File: config.mk
export PLATFORM = sky130hd
export DESIGN_NAME = ball_engine
export DESIGN_NICKNAME = d
export VERILOG_FILES = /design/src/rtl/ball_engine.sv
export SDC_FILE = /design/constraint.sdc
export NUM_CORES = 2
export LEC_CHECK = 0
export ABC_CLOCK_PERIOD_IN_PS = 26000
export CORE_ASPECT_RATIO = 0.9
export CORE_MARGIN = 2
export CORE_UTILIZATION = 29
export DETAILED_ROUTE_END_ITERATION = 16
export PLACE_DENSITY = 0.52
export SYNTH_ARGS = -nofsm -noshare
export SYNTH_HDL_FRONTEND = slang
export SYNTH_SLANG_ARGS = --single-unit
File: constraint.sdc
create_clock -name clk -period 26 [get_ports clk]
set_clock_uncertainty 0.2 [all_clocks]
set_input_delay 3.9 -clock clk [delete_from_list [all_inputs] [get_ports clk]]
set_output_delay 3.9 -clock clk [all_outputs]
set_load 0.02 [all_outputs]
File: src/rtl/ball_engine.sv
// ball_engine: multi-ball sprite engine with per-frame edge-bounce motion and a 2-stage pixel render pipeline
module ball_engine #(
    parameter int NUM_BALLS    = 4,
    parameter int H_RES        = 640,
    parameter int V_RES        = 480,
    parameter int RADIUS_W     = 3,
    parameter int RADIUS_SCALE = 5,
    parameter int VEL_W        = 4
) (
    input  logic                clk,
    input  logic                rst_n,
    input  logic                frame_tick,
    input  logic [11:0]         hcounter,
    input  logic [10:0]         vcounter,
    input  logic                visible,
    input  logic                cfg_we,
    input  logic [2:0]          cfg_idx,
    input  logic [10:0]         cfg_x,
    input  logic [10:0]         cfg_y,
    input  logic [VEL_W-1:0]    cfg_vx,
    input  logic [VEL_W-1:0]    cfg_vy,
    input  logic [RADIUS_W-1:0] cfg_radius,
    input  logic [1:0]          cfg_color,
    output logic                VGA_R,
    output logic                VGA_G,
    output logic                VGA_B,
    output logic                hit,
    output logic [2:0]          hit_idx
);
    localparam int RW = RADIUS_W + 3;

    logic [10:0]         x   [NUM_BALLS];
    logic [10:0]         y   [NUM_BALLS];
    logic [VEL_W-1:0]    vx  [NUM_BALLS];
    logic [VEL_W-1:0]    vy  [NUM_BALLS];
    logic [RADIUS_W-1:0] rad [NUM_BALLS];
    logic [1:0]          col [NUM_BALLS];
    logic signed [12:0]  dx  [NUM_BALLS];
    logic signed [12:0]  dy  [NUM_BALLS];
    logic                vis1;

    logic [NUM_BALLS-1:0]         en;
    logic [NUM_BALLS-1:0]         hit_v;
    logic [NUM_BALLS-1:0][RW-1:0] r_px;
    logic [NUM_BALLS-1:0][11:0]   mx;
    logic [NUM_BALLS-1:0][11:0]   my;
    logic [2:0]                   win;
    logic [1:0]                   wc;
    logic                         any;

    // Returns {bounced, new position}; position is clamped to [r, lim-1-r].
    function automatic logic [11:0] bounce(input logic [10:0] p, input logic [VEL_W-1:0] v,
                                           input logic [RW-1:0] r, input int lim);
        logic signed [12:0] n, lo, hi;
        n  = $signed({2'b00, p}) + $signed({{(13-VEL_W){v[VEL_W-1]}}, v});
        lo = $signed(13'(r));
        hi = 13'(lim - 1) - lo;
        bounce = n < lo ? {1'b1, lo[10:0]} : n > hi ? {1'b1, hi[10:0]} : {1'b0, n[10:0]};
    endfunction

    for (genvar i = 0; i < NUM_BALLS; i++) begin : g_ball
        logic signed [25:0] dxe, dye;
        logic [25:0]        dx2, dy2, r2;
        logic [26:0]        d2;
        assign en[i]   = rad[i] != '0 && col[i] != 2'd0;
        assign r_px[i] = RW'(rad[i]) * RW'(RADIUS_SCALE);
        assign mx[i]   = bounce(x[i], vx[i], r_px[i], H_RES);
        assign my[i]   = bounce(y[i], vy[i], r_px[i], V_RES);
        assign dxe     = {{13{dx[i][12]}}, dx[i]};
        assign dye     = {{13{dy[i][12]}}, dy[i]};
        assign dx2     = dxe * dxe;
        assign dy2     = dye * dye;
        assign r2      = 26'(r_px[i]) * 26'(r_px[i]);
        assign d2      = {1'b0, dx2} + {1'b0, dy2};
        assign hit_v[i] = en[i] && d2 <= {1'b0, r2};
    end

    // Scan from the top so the lowest hitting index is left standing.
    always_comb begin
        win = '0;
        wc  = '0;
        any = 1'b0;
        for (int i = NUM_BALLS - 1; i >= 0; i--) begin
            if (hit_v[i]) begin
                win = 3'(i);
                wc  = col[i];
                any = 1'b1;
            end
        end
    end

    always_ff @(posedge clk or negedge rst_n) begin
        if (!rst_n) begin
            for (int i = 0; i < NUM_BALLS; i++) begin
                x[i]   <= '0;
                y[i]   <= '0;
                vx[i]  <= '0;
                vy[i]  <= '0;
                rad[i] <= '0;
                col[i] <= '0;
                dx[i]  <= '0;
                dy[i]  <= '0;
            end
            vis1 <= 1'b0;
        end else begin
            for (int i = 0; i < NUM_BALLS; i++) begin
                if (cfg_we && cfg_idx == 3'(i)) begin
                    x[i]   <= cfg_x;
                    y[i]   <= cfg_y;
                    vx[i]  <= cfg_vx;
                    vy[i]  <= cfg_vy;
                    rad[i] <= cfg_radius;
                    col[i] <= cfg_color;
                end else if (frame_tick && en[i]) begin
                    x[i]  <= mx[i][10:0];
                    y[i]  <= my[i][10:0];
                    vx[i] <= mx[i][11] ? -vx[i] : vx[i];
                    vy[i] <= my[i][11] ? -vy[i] : vy[i];
                end
                dx[i] <= $signed({1'b0, hcounter}) - $signed({2'b00, x[i]});
                dy[i] <= $signed({2'b00, vcounter}) - $signed({2'b00, y[i]});
            end
            vis1 <= visible;
        end
    end

    always_ff @(posedge clk or negedge rst_n) begin
        if (!rst_n) begin
            VGA_R   <= 1'b0;
            VGA_G   <= 1'b0;
            VGA_B   <= 1'b0;
            hit     <= 1'b0;
            hit_idx <= '0;
        end else begin
            VGA_R   <= vis1 && any && wc == 2'd1;
            VGA_G   <= vis1 && any && wc == 2'd2;
            VGA_B   <= vis1 && any && wc == 2'd3;
            hit     <= vis1 && any;
            hit_idx <= vis1 && any ? win : 3'd0;
        end
    end
endmodule

==> impl_metrics.prom <==
# TYPE chip_impl_metric gauge
chip_impl_info{name="critical_path.slowest_cell",value="a221oi_2"} 1
chip_impl_metric{name="timing.reg2reg.setup_slack",unit="ps"} 14870
chip_impl_metric{name="fp.dieW",unit="µm"} 522
chip_impl_metric{name="synthesis.area_per_instance",unit="µm²"} 8.89
chip_impl_metric{name="syn2layout_area_growth",unit="%"} 7.49
chip_impl_metric{name="final_util",unit="%"} 31.3
chip_impl_metric{name="ctsResizeCount",unit=""} 0
chip_impl_metric{name="place.detailed.hpwl",unit="mm"} 155
chip_impl_metric{name="drv_slew",unit=""} 0
chip_impl_metric{name="gr-usage-all-layers",unit="%"} 15.4
chip_impl_metric{name="design.die.area",unit="µm²"} 246000
chip_impl_info{name="status",value="finished, final reports clean"} 1
chip_impl_metric{name="grt_first_pass_wirelength",unit="mm"} 303
chip_impl_metric{name="place.port_buffers",unit=""} 71
chip_impl_metric{name="grt_remaining_overflow",unit=""} 0
chip_impl_metric{name="drt_pass1_iterations",unit=""} 5
chip_impl_metric{name="fin_crit_sh",unit="%"} 42.8
chip_impl_metric{name="netlist_instances",unit=""} 7889
chip_impl_metric{name="antenna_found_initial",unit=""} 18
chip_impl_metric{name="nets",unit=""} 10006
chip_impl_metric{name="vias_per_cell",unit=""} 4.72
chip_impl_info{name="timing.critical_path.max_delay_family",value="compound AO/OA/AOI/OAI gates"} 1
chip_impl_metric{name="gr_layer_usage_met1",unit="%"} 21.2
chip_impl_metric{name="detail_route.iter0.violations",unit=""} 2604
chip_impl_metric{name="ys_async_sr_fraction",unit="%"} 100
chip_impl_metric{name="grt_max_degree",unit=""} 108
chip_impl_metric{name="final_layout_size_suffix_gt1_share",unit="%"} 1.61
chip_impl_metric{name="yosys-mux-area-fraction",unit="%"} 0.610
chip_impl_metric{name="clock_insertion_delay_worst_skew",unit="ps"} 570
chip_impl_metric{name="min_period",unit="ps"} 11130
chip_impl_metric{name="detail-route-antenna-nets",unit=""} 0
chip_impl_metric{name="synth-edff-count",unit=""} 0
chip_impl_metric{name="max_cap_viols",unit=""} 0
chip_impl_metric{name="top_level_ports",unit=""} 73
chip_impl_metric{name="critPathArrivalTime",unit="ps"} 11420
chip_impl_info{name="setup.worst_path.start_class",value="register"} 1
chip_impl_metric{name="post_cts_setup_repair_bufs",unit=""} 0
chip_impl_info{name="worstSetupPathType",value="register to register"} 1
chip_impl_info{name="synth_ff_type",value="dfrtp_1"} 1
chip_impl_metric{name="grt.met2_usage",unit="%"} 25.2
chip_impl_metric{name="detailroute.via_count",unit=""} 52142
chip_impl_info{name="worstHoldStart",value="col[4]"} 1
chip_impl_info{name="grt_most_used_layer",value="met2"} 1
chip_impl_metric{name="core.rowCount",unit=""} 171
chip_impl_metric{name="cp.buffers_inverters",unit=""} 5
chip_impl_metric{name="seq_area",unit="µm²"} 6180
chip_impl_metric{name="synth_warnings",unit=""} 0
chip_impl_metric{name="die_height",unit="µm"} 470
chip_impl_info{name="min_path_type",value="register to register"} 1
chip_impl_metric{name="holdPathStages",unit=""} 2
chip_impl_metric{name="synth.top_cell.area_share",unit="%"} 31.7
chip_impl_metric{name="xor_and_xnor_area_share_after_synthesis",unit="%"} 5.61
chip_impl_info{name="regToRegStartpoint",value="dx[16]"} 1
chip_impl_info{name="synth_area_leader_cell",value="fa_1"} 1
chip_impl_metric{name="synth-adder-area-share",unit="%"} 49.9
chip_impl_metric{name="number_of_failing_hold_endpoints_at_the_final_stage",unit=""} 0
chip_impl_metric{name="multi_input_area",unit="µm²"} 57100
chip_impl_info{name="grt_setup_unrepaired",value="false"} 1
chip_impl_info{name="tritoncts_clock_tree",value="yes"} 1
chip_impl_info{name="cp-end-kind",value="register"} 1
chip_impl_metric{name="met3_routing_resource_usage_after_global_routing",unit="%"} 1.82
chip_impl_metric{name="floorplan.initialDensity",unit="%"} 29.1
chip_impl_info{name="worst_hold_path.endpoint",value="col[4]"} 1
chip_impl_metric{name="clock_tree.buffer_depth",unit=""} 3
chip_impl_metric{name="setup-tns-final",unit="ps"} 0
chip_impl_metric{name="tritoncts.num_buffers",unit=""} 35
chip_impl_metric{name="setup_viol_count_final",unit=""} 0
chip_impl_metric{name="fmax",unit="MHz"} 89.8
chip_impl_metric{name="clk_pin_slew_worst_paths",unit="ps"} 60
chip_impl_metric{name="timing.critical_path.fanout_max",unit=""} 15
chip_impl_info{name="dominant_combinational_cell_family_by_area_after_synthesis",value="adder cells"} 1
chip_impl_metric{name="cp_slowest_stage_delay",unit="ps"} 950
chip_impl_metric{name="number_of_global_route_vias_before_repair",unit=""} 54975
chip_impl_info{name="worst_r2r_endpoint",value="VGA_G"} 1
chip_impl_metric{name="avgRoutedWirePerCell",unit="µm"} 16.8
chip_impl_metric{name="detail_route.wirelength",unit="mm"} 185
chip_impl_info{name="cts_root_buffer",value="clkbuf_16"} 1
chip_impl_metric{name="timing.critical_path.depth",unit=""} 36
chip_impl_metric{name="synthSimpleGateAreaFrac",unit="%"} 12.8
chip_impl_metric{name="numClockSinks",unit=""} 247
chip_impl_metric{name="number_of_fillers_in_the_final_layout",unit=""} 25347
chip_impl_metric{name="maxSlewHeadroom",unit="%"} 15.3
chip_impl_metric{name="gp_routability_congestion",unit=""} 0.861
chip_impl_metric{name="hold_buffers",unit=""} 0
chip_impl_metric{name="h-tree-depth",unit=""} 2
chip_impl_metric{name="route.detailed.drc",unit=""} 0
chip_impl_metric{name="r2r_cells",unit=""} 36
chip_impl_info{name="netlist_top_cells_area",value="fa_1 32%, ha_1 18%, dfrtp_1 8.8%, inv_1 8.7%, xnor2_1 3.8%"} 1
chip_impl_metric{name="seq_area_frac_synth",unit="%"} 8.82
chip_impl_metric{name="core_area",unit="µm²"} 241000
chip_impl_metric{name="flop_and_latch_count_out_of_synthesis",unit=""} 247
chip_impl_metric{name="share_of_the_synthesized_area_in_compound_gates_ao_oa_aoi_oai",unit="%"} 12.5
chip_impl_metric{name="worstMarginPinSlew",unit="ps"} 1270
chip_impl_metric{name="synthesis.area",unit="µm²"} 70100
chip_impl_metric{name="synthDistinctLibCells",unit=""} 90
chip_impl_metric{name="timing.critical_path.required",unit="ps"} 26290
per-stage QoR:
| stage | std cells | hold WS (ps) | instance area, µm² | setup slack [ps] |
|---|---|---|---|---|
| final | 11037 | 311 | 75400 | 14870 |
| after global placement | 10975 | 295 | 74200 | 15310 |
| after detailed placement | 10975 | 296 | 74200 | 14980 |
| after CTS | 11035 | 310 | 75300 | 14890 |
| after floorplan | 7890 | 259 | 70100 | 16530 |
| after global routing | 11035 | 338 | 75300 | 13940 |
synth_stat cells, types with 14 or more instances:
| cell type | n |
|---|---|
| nand2b_1 | 108 |
| mux2i_1 | 36 |
| a21oi_1 | 381 |
| a211o_1 | 15 |
| nor3_1 | 122 |
| or3_1 | 22 |
| inv_1 | 1620 |
| o21a_1 | 44 |
| o31ai_1 | 27 |
| xor2_1 | 147 |
| nor2b_1 | 102 |
| and3_1 | 30 |
| o311ai_0 | 14 |
| a2111oi_0 | 17 |
| o21ai_0 | 274 |
| nor2_1 | 356 |
| and2_1 | 294 |
| a31oi_1 | 68 |
| o211ai_1 | 38 |
| o21bai_1 | 77 |
| ha_1 | 1017 |
| nand3_1 | 70 |
| xnor2_1 | 302 |
| nand4_1 | 30 |
| a21o_1 | 185 |
| fa_1 | 1111 |
| dfrtp_1 | 247 |
| a211oi_1 | 75 |
| or2_2 | 24 |
| nand2_1 | 608 |
| clkbuf_1 | 193 |
sequential cells by signal, summed over array words and instances (netlist names), 2 cells and up:
name and count:
dy 48, vy 16, vx 16, y 44, hit_idx 2, x 44
col 8, rad 12, dx 52
cell usage in the layout, fill, tap and decap left out, types with 75 or more instances in the layout:
master / instances
nor3_1: 121
nor2_1: 355
and2_1: 293
dfrtp_1: 247
fa_1: 1111
a21o_1: 185
o21bai_1: 77
ha_1: 1017
nand2_1: 608
nor2b_1: 102
inv_1: 1620
nand2b_1: 108
o21ai_0: 274
xnor2_1: 302
a211oi_1: 75
a21oi_1: 381
xor2_1: 147
how the worst max path moves through the flow:
stage          startpoint    end
6_report           dx[16]  VGA_G
5_1_grt            dx[16]  VGA_G
4_1_cts            dx[16]  VGA_G
3_5_place_dp       dx[16]  VGA_G
3_3_place_gp       dx[32]  VGA_B
2_1_floorplan      dx[29]  VGA_G
metal layers:
metal  up-vias  wire length [µm]  part of all wire [%]
li1      25181                 -                     -
met1     25855             86900                    47
met2       878             85200                    46
met3       222              7310                   3.9
met4         6              5890                   3.2
met5         -                38                 0.021
cells by family after synthesis:
| group | Yosys count |
|---|---|
| AO/OA/AOI/OAI | 1360 |
| flip-flops | 247 |
| multiplexers | 42 |
| XOR/XNOR | 449 |
| adder cells (fa/ha/maj) | 2128 |
| buffers and inverters | 1826 |
| AND/OR/NAND/NOR | 1835 |
| other | 2 |
area by class of cell:
cell class | count | area share [%]
clock inverter | 15 | 0.239
antenna | 2 | 0.00664
inverter | 1628 | 8.11
clock buffer | 45 | 1.29
timing repair buffer | 83 | 1.07
tap | 3200 | 5.31
multi-input combinational | 5817 | 75.8
sequential | 247 | 8.20
worst min-delay path, stage by stage (launching register included):
cell	delay [ps]
dfrtp_1	360
nand2_1	60
nand2_1	60
Power is left out: the tool's default activity adds up to more than one toggle a clock period on the data nets, which glitch-free logic cannot reach.
